$ cat src/rtl/press_classifier_if.sv
// Button-gesture bus: the debounced level in, the gesture pulses and counter out.
interface press_classifier_if;
    logic       sen;
    logic       short_press;
    logic       long_press;
    logic       double_press;
    logic       repeat_pulse;
    logic       pressed;
    logic [7:0] event_count;

    modport master (
        output sen,
        input  short_press,
        input  long_press,
        input  double_press,
        input  repeat_pulse,
        input  pressed,
        input  event_count
    );

    modport slave (
        input  sen,
        output short_press,
        output long_press,
        output double_press,
        output repeat_pulse,
        output pressed,
        output event_count
    );
endinterface

$ cat src/rtl/press_classifier.sv
// Classifies debounced button gestures into short, long and double presses,
// with auto-repeat while a long press is held and a wrapping event counter.
module press_classifier #(
    parameter int CNT_W        = 26,
    parameter int LONG_TICKS   = 50000000,
    parameter int GAP_TICKS    = 12500000,
    parameter int REPEAT_TICKS = 10000000
) (
    input  logic              clk,
    input  logic              reset,
    press_classifier_if.slave bus
);

    typedef enum logic [2:0] {
        IDLE   = 3'd0,
        PRESS1 = 3'd1,
        GAP    = 3'd2,
        PRESS2 = 3'd3,
        HOLD   = 3'd4
    } state_t;

    localparam logic [CNT_W-1:0] CNT_ZERO    = {CNT_W{1'b0}};
    localparam logic [CNT_W-1:0] CNT_ONE     = CNT_W'(1);
    localparam logic [CNT_W-1:0] CNT_MAX     = {CNT_W{1'b1}};
    localparam logic [CNT_W-1:0] LONG_LAST   = CNT_W'(LONG_TICKS - 1);
    localparam logic [CNT_W-1:0] GAP_LAST    = CNT_W'(GAP_TICKS - 1);
    localparam bit               REPEAT_EN   = (REPEAT_TICKS != 0);
    localparam logic [CNT_W-1:0] REPEAT_LAST = REPEAT_EN ? CNT_W'(REPEAT_TICKS - 1) : CNT_ZERO;

    state_t           state_q, state_d;
    logic [CNT_W-1:0] cnt_q, cnt_d;
    logic             sen_q, sen_d;
    logic             pressed_q, pressed_d;
    logic             short_q, short_d;
    logic             long_q, long_d;
    logic             double_q, double_d;
    logic             repeat_q, repeat_d;
    logic [7:0]       event_count_q, event_count_d;
    logic             rise_s;

    // sen_q resets high so a button held through reset must be released before it counts.
    assign rise_s = bus.sen & ~sen_q;

    always_comb begin
        state_d   = state_q;
        cnt_d     = cnt_q;
        sen_d     = bus.sen;
        pressed_d = bus.sen;
        short_d   = 1'b0;
        long_d    = 1'b0;
        double_d  = 1'b0;
        repeat_d  = 1'b0;
        case (state_q)
            IDLE: begin
                if (rise_s) begin
                    state_d = PRESS1;
                    cnt_d   = CNT_ZERO;
                end else begin
                    state_d = IDLE;
                end
            end
            PRESS1: begin
                if (!bus.sen) begin
                    state_d = GAP;
                    cnt_d   = CNT_ZERO;
                end else if (cnt_q == LONG_LAST) begin
                    long_d  = 1'b1;
                    state_d = HOLD;
                    cnt_d   = CNT_ZERO;
                end else begin
                    cnt_d = cnt_q + CNT_ONE;
                end
            end
            GAP: begin
                // A second press wins over the timeout when both land on the same edge.
                if (bus.sen) begin
                    state_d = PRESS2;
                    cnt_d   = CNT_ZERO;
                end else if (cnt_q == GAP_LAST) begin
                    short_d = 1'b1;
                    state_d = IDLE;
                    cnt_d   = CNT_ZERO;
                end else begin
                    cnt_d = cnt_q + CNT_ONE;
                end
            end
            PRESS2: begin
                if (!bus.sen) begin
                    double_d = 1'b1;
                    state_d  = IDLE;
                end else begin
                    state_d = PRESS2;
                end
            end
            HOLD: begin
                if (!bus.sen) begin
                    state_d = IDLE;
                    cnt_d   = CNT_ZERO;
                end else if (REPEAT_EN && (cnt_q == REPEAT_LAST)) begin
                    repeat_d = 1'b1;
                    cnt_d    = CNT_ZERO;
                end else if (cnt_q != CNT_MAX) begin
                    cnt_d = cnt_q + CNT_ONE;
                end else begin
                    cnt_d = cnt_q;
                end
            end
            default: begin
                state_d = IDLE;
                cnt_d   = CNT_ZERO;
            end
        endcase
        if (short_d | long_d | double_d) begin
            event_count_d = event_count_q + 8'd1;
        end else begin
            event_count_d = event_count_q;
        end
    end

    // State, counters and registered outputs; reset clears everything without waiting for clk.
    always_ff @(posedge clk or posedge reset) begin
        if (reset) begin
            state_q       <= IDLE;
            cnt_q         <= CNT_ZERO;
            sen_q         <= 1'b1;
            pressed_q     <= 1'b0;
            short_q       <= 1'b0;
            long_q        <= 1'b0;
            double_q      <= 1'b0;
            repeat_q      <= 1'b0;
            event_count_q <= 8'd0;
        end else begin
            state_q       <= state_d;
            cnt_q         <= cnt_d;
            sen_q         <= sen_d;
            pressed_q     <= pressed_d;
            short_q       <= short_d;
            long_q        <= long_d;
            double_q      <= double_d;
            repeat_q      <= repeat_d;
            event_count_q <= event_count_d;
        end
    end

    assign bus.short_press  = short_q;
    assign bus.long_press   = long_q;
    assign bus.double_press = double_q;
    assign bus.repeat_pulse = repeat_q;
    assign bus.pressed      = pressed_q;
    assign bus.event_count  = event_count_q;

endmodule

$ cat src/flat_wrapper.sv
// flat-port wrapper written by rule: the top's interface ports become plain ports
module press_classifier_flat 
#(
    parameter int CNT_W        = 26,
    parameter int LONG_TICKS   = 50000000,
    parameter int GAP_TICKS    = 12500000,
    parameter int REPEAT_TICKS = 10000000
)
  (clk, reset, bus_sen, bus_short_press, bus_long_press, bus_double_press, bus_repeat_pulse, bus_pressed, bus_event_count);
  press_classifier_if bus_i ();
  input  logic clk;
  input  logic reset;
  input wire logic [$bits(bus_i.sen)-1:0] bus_sen;
  output wire logic [$bits(bus_i.short_press)-1:0] bus_short_press;
  output wire logic [$bits(bus_i.long_press)-1:0] bus_long_press;
  output wire logic [$bits(bus_i.double_press)-1:0] bus_double_press;
  output wire logic [$bits(bus_i.repeat_pulse)-1:0] bus_repeat_pulse;
  output wire logic [$bits(bus_i.pressed)-1:0] bus_pressed;
  output wire logic [$bits(bus_i.event_count)-1:0] bus_event_count;
  assign bus_i.sen = bus_sen;
  assign bus_short_press = bus_i.short_press;
  assign bus_long_press = bus_i.long_press;
  assign bus_double_press = bus_i.double_press;
  assign bus_repeat_pulse = bus_i.repeat_pulse;
  assign bus_pressed = bus_i.pressed;
  assign bus_event_count = bus_i.event_count;
  press_classifier #(.CNT_W(CNT_W), .LONG_TICKS(LONG_TICKS), .GAP_TICKS(GAP_TICKS), .REPEAT_TICKS(REPEAT_TICKS)) u_core (.clk(clk), .reset(reset), .bus(bus_i));
endmodule
$ cat config.mk
export PLATFORM = sky130hd
export DESIGN_NAME = press_classifier_flat
export DESIGN_NICKNAME = d
export VERILOG_FILES = /design/src/rtl/press_classifier_if.sv /design/src/rtl/press_classifier.sv /design/src/flat_wrapper.sv
export SDC_FILE = /design/constraint.sdc
export NUM_CORES = 1
export LEC_CHECK = 0
export ABC_AREA = 1
export CAP_MARGIN = 25
export CELL_PAD_IN_SITES_DETAIL_PLACEMENT = 1
export CELL_PAD_IN_SITES_GLOBAL_PLACEMENT = 2
export CORE_MARGIN = 3
export CORE_UTILIZATION = 34
export DETAILED_ROUTE_END_ITERATION = 8
export GPL_TIMING_DRIVEN = 0
export HOLD_SLACK_MARGIN = 0.02
export PLACE_DENSITY = 0.85
export REMOVE_ABC_BUFFERS = 1
export SLEW_MARGIN = 20
export SYNTH_ARGS = -nofsm -noshare
export SYNTH_HDL_FRONTEND = slang
export SYNTH_SLANG_ARGS = --single-unit
$ cat constraint.sdc
create_clock -name clk -period 2.08 [get_ports clk]
set_clock_uncertainty 0.15 [all_clocks]
set_input_delay 0.416 -clock clk [delete_from_list [all_inputs] [get_ports clk]]
set_output_delay 0.416 -clock clk [all_outputs]
set_load 0.02 [all_outputs]
# Word-level counts from Yosys, hierarchy flattened
# Cells that the tools add are included.
# op_classes
addsub	2
n_eq_ne	13
n_mux	28
n_bitwise	5
reduce_logical	3
# ops
operator	n
26-bit 2-to-1 mux	8
26-bit one-hot mux with 5 select lines	1
26-bit by 24-bit equality test with 1-bit output (second input constant)	2
26-bit by 1-bit adder with 26-bit output (second input constant)	1
26-bit equality test (second input constant)	1
26-bit != test (second input constant)	1
3-bit 2-to-1 mux	5
3-bit one-hot mux with 5 select lines	1
1-bit 2-to-1 mux	12
8-bit by 1-bit adder with 8-bit output (second input constant)	1
3-bit by 2-bit equality test with 1-bit output (second input constant)	2
3-bit by 2-bit != test with 1-bit output (second input constant)	2
3-bit AND reduction	2
4-bit by 2-bit != test with 1-bit output (second input constant)	1
3-bit by 1-bit equality test with 1-bit output (second input constant)	1
3-bit equality test (second input constant)	1
3-bit logical NOT	1
2-bit 2-to-1 mux	1
2-bit by 1-bit != test with 1-bit output (second input constant)	1
2-bit != test (second input constant)	1
1-bit inverter	2
1-bit OR	2
1-bit bitwise AND	1
# totals
register_bits	43
input_bits	3
output_inout_bits	13
wordCells	60

# Longest topological paths before layout
# depth
word_depth	6
mapped_depth	13
mapped_depth_nobuf	12

# Least setup slack after synthesis
# Ideal clock, no wire load.
# synth_path
path_type	flip-flop to flip-flop
startpoint	register u_core.cnt_q[1]
endpoint	register u_core.cnt_q[18]
setup_time_ps	113
arrival_time_ps	1513
required_time_ps	1817
path_slack_ps	304
path_stages_with_launch	14
n_path_buf	1
period_less_slack_ps	1776
path_cell_list	dfrtp_1 > ha_1 > nand2_2 > nor2_4 > nand2_1 > nor2_1 > nand2_1 > nand2_1 > nand3_2 > buf_6 > nand2_1 > nand2_1 > nand2_1 > inv_1
# synth_between
elab_chain_cells	5
elab_cells_between_ends	15
classes_between	1 x add/sub; 5 x eq/ne; 8 x mux; 1 x reduce/logical
# synth_lines
element	line_no	source
start: declaration	press_classifier.sv:31	logic [CNT_W-1:0] cnt_q, cnt_d;
start signal: assignment	press_classifier.sv:134	cnt_q <= cnt_d;
26-bit by 1-bit adder with 26-bit output	press_classifier.sv:71, press_classifier.sv:84, press_classifier.sv:103	
26-bit 2-to-1 mux	press_classifier.sv:102	end else if (cnt_q != CNT_MAX) begin
26-bit 2-to-1 mux	press_classifier.sv:99	end else if (REPEAT_EN && (cnt_q == REPEAT_LAST)) begin
26-bit 2-to-1 mux	press_classifier.sv:96	if (!bus.sen) begin
26-bit one-hot mux with 5 select lines	press_classifier.sv:53	case (state_q)
# Parallel ways exist; a longest one is shown, timed or not. The select of a mux whose other input is x is not followed.
# A chain may end at the register's enable or synchronous reset.

# Final worst setup path
# layout_path
startpoint	register u_core.cnt_q[1]
endpoint	register u_core.cnt_q[17]
# The elaborated chain is that of the path after synthesis.

==> results.toml <==
[floorplan]
die_area_sq_um = 9757
design.core.area_sq_um = 8299
dieWidth_um = 98.78
num_io_pins = 16
rows = 33
initial_utilization_pct = 35.26
die_h_um = 98.78

[place]
dpl.hpwl_um = 6462
io_buffers = 15
place_inst = 548
place_congestion = 0.8253

[clocking]
cts_tree = "yes"
h-tree-depth = 2
path_clk_slew_ns = 0.09
numClockSinks = 43
clockBufferDepth = 2
cts_root_buf = "clkbuf_8"
insertion_delay_ns = 0.32
cts_inserted_buffers = 5

[hold_path]
min_path_type = "in -> async"

[synth]
synth_cells = 438
synthSimpleGateAreaFrac_pct = 45.06
yosys.area_share.xor_xnor_pct = 2.394
synth_top_family_by_area = "simple AND/OR/NAND/NOR gates"
netlist_area_sq_um = 2927
synth_compound_area_share_pct = 3.078
synthAdderAreaFrac_pct = 0.8551
syn_area_per_cell_sq_um = 6.682
yosysWarningCount = 0
ys_seq_area_share_pct = 36.81
yosysUniqueCellTypes = 28
synthMuxAreaShare_pct = 0
ys_ff_latch = 43

[grt]
grt_first_pass_wirelength_um = 15610
grt_usage_pct = 19.96
grt_pass1_vias = 3076
globalRouteOverflowTotal = 0
grt_max_degree = 33
antenna_found_initial = 0

[timing]
max_slew_margin_pct = 70.97
slew_viol_final = 0
finalHoldViolCount = 0
finalSetupViolCount = 0
fmax_mhz = 499.5
fin_crit_sh_pct = 96.24
fin_crit_ns = 2.002
max_slew.worst_pin.slew_ns = 0.4348

[drt]
drt-total-wl_um = 9290
dr.pass1.iters = 4
drt_first_iter_violations = 72
via_per_inst = 5.099
drc_errors = 0
post_drt_wl_per_cell_um = 16.16
num_vias = 2932
drtAntennaViolNets = 0

[final_layout]
diodes = 0
drive_gt1_share_pct = 16.81
finalNonFillerCells = 575
n_fill_cell = 1073
fin_util_pct = 43.51
final_cell_mix = "nand2_1 (115), inv_1 (66), nor2_1 (50), nand3_1 (44), dfrtp_1 (37)"
layout_commonest_cell = "nand2_1"
syn_to_final_growth_pct = 23.39
multiInputGateArea_sq_um = 1649
nNetsFinal = 474
seqCellArea_sq_um = 1084

[setup_path]
slowest_stage = "dfrtp_1"
arrival_ns = 2.08
cp_max_fo = 16
critical_path.cell_chain = "ha_4 > nand2_4 > nor2_4 > nand2_2 > nor2_4 > buf_4 > nand4_4 > buf_12 > nand4_1 > nand2_1 > nand2_1 > inv_1"
critPathCaptureType = "register"
ff2ff_setup_slack_ns = 0.08
path_class = "reg -> reg"
path_buf_inv = 3
crit_path_start_kind = "register"
path_delay_family = "simple AND/OR/NAND/NOR gates"
cp.required_ns = 2.16
critPathMaxStageDelay_ns = 0.42

[power_and_ir_drop]
worst_ir_drop_vdd_mv = 0.5377
power_leakage_nw = 1.770
power_w = 0.003240
powerDensity_nw_per_um2 = 897.4

[outcome]
outcome = "completed"

[run]
max_cap_violations = 0
## cells in the mapped netlist
library cell  count  share of area (%)
o2111ai_1         1               0.30
nor2_2            5                1.1
nor4_1            1               0.21
buf_6             3                1.2
nand4_4           1               0.73
o22ai_1           1               0.21
nor3_1           11                1.9
clkbuf_1          1               0.13
o211a_1           1               0.34
nor2_4            5                1.9
nand3_2           2               0.68
o21ai_0           7                1.2
ha_1              2               0.85
buf_4             1               0.26
nor2_1           60                7.7
a21oi_1           4               0.68
nand2_2           4               0.85
nand2_1         121                 16
nand4_1          30                6.4
dfrtp_1          42                 36
nand2_4           1               0.38
o21ai_1           2               0.34
xor2_1            8                2.4
nand3_1          45                7.7
inv_1            68                8.7
buf_2             6                1.0
inv_2             4               0.51
dfstp_2           1               0.90
## path summary, 6_finish.rpt
kind                                      startpoint                        end  depth (start not counted)
min reg2reg                u_core.bus.event_count[0]  u_core.bus.event_count[0]                          1
min in group clk                             bus_sen               u_core.sen_q                          1
max                                  u_core.cnt_q[1]           u_core.cnt_q[17]                         12
min                                            reset  u_core.bus.event_count[5]                          2
max reg2reg                          u_core.cnt_q[1]           u_core.cnt_q[17]                         12
max in group asynchronous                      reset               u_core.sen_q                          3
## registers in the layout, indices dropped and copies added, names as in the netlist
| signal | count |
|---|---|
| u_core.bus.double_press | 1 |
| u_core.bus.event_count | 8 |
| u_core.bus.long_press | 1 |
| u_core.bus.pressed | 1 |
| u_core.bus.repeat_pulse | 1 |
| u_core.bus.short_press | 1 |
| u_core.cnt_q | 26 |
| u_core.sen_q | 1 |
| u_core.state_q | 3 |
## where the power goes
group,total [W],internal (W),switching (W)
Combinational,0.00146,0.000566,0.000891
Sequential,0.00109,0.000951,0.000135
Clock,0.000697,0.000358,0.000339
## layer usage
| metal | track usage, % | up-vias | wire length [um] |
|---|---|---|---|
| met3 | 3.185 | 8 | 204 |
| met2 | 33.88 | 28 | 4633 |
| li1 | - | 1451 | - |
| met4 | 4.832 | 0 | 106 |
| met1 | 26.58 | 1445 | 4345 |
| met5 | 0 | - | 0 |
## through the flow
stage	hold WS (ns)	instance area, sq um	setup WS (ns)	TNS, ns
CTS	0.2530	3425	0.002636	0
floorplan	0.2705	2851	0.07990	0
global route	0.2734	3611	-0.03976	-0.3452
detailed placement	0.4060	3153	-1.091	-27.60
finish	0.2588	3611	0.07818	0
global placement	0.4018	3133	-1.016	-48.17
## cells by family after synthesis
group                    Yosys count
AO/OA/AOI/OAI                     16
buffers and inverters             83
XOR/XNOR                           8
AND/OR/NAND/NOR                  286
flip-flops                        43
adder cells (fa/ha/maj)            2
## timing repair
action	4_1_cts	5_1_grt
buffers inserted	8	10
gates cloned	1	0
setup endpoints to repair	28	34
gates resized for setup	16	29
pin swaps	5	8
hold buffers	0	0
## area by class of cell
class                           count  share of cell area [%]
Multi-Input combinational cell    313                   45.67
Inverter                           72                   7.935
Clock inverter                      3                   1.213
Sequential cell                    43                   30.01
Tap cell                          105                   3.638
Timing Repair Buffer               34                   9.633
Clock buffer                        5                   1.906
No activity file was read; power rests on OpenSTA's default activity.
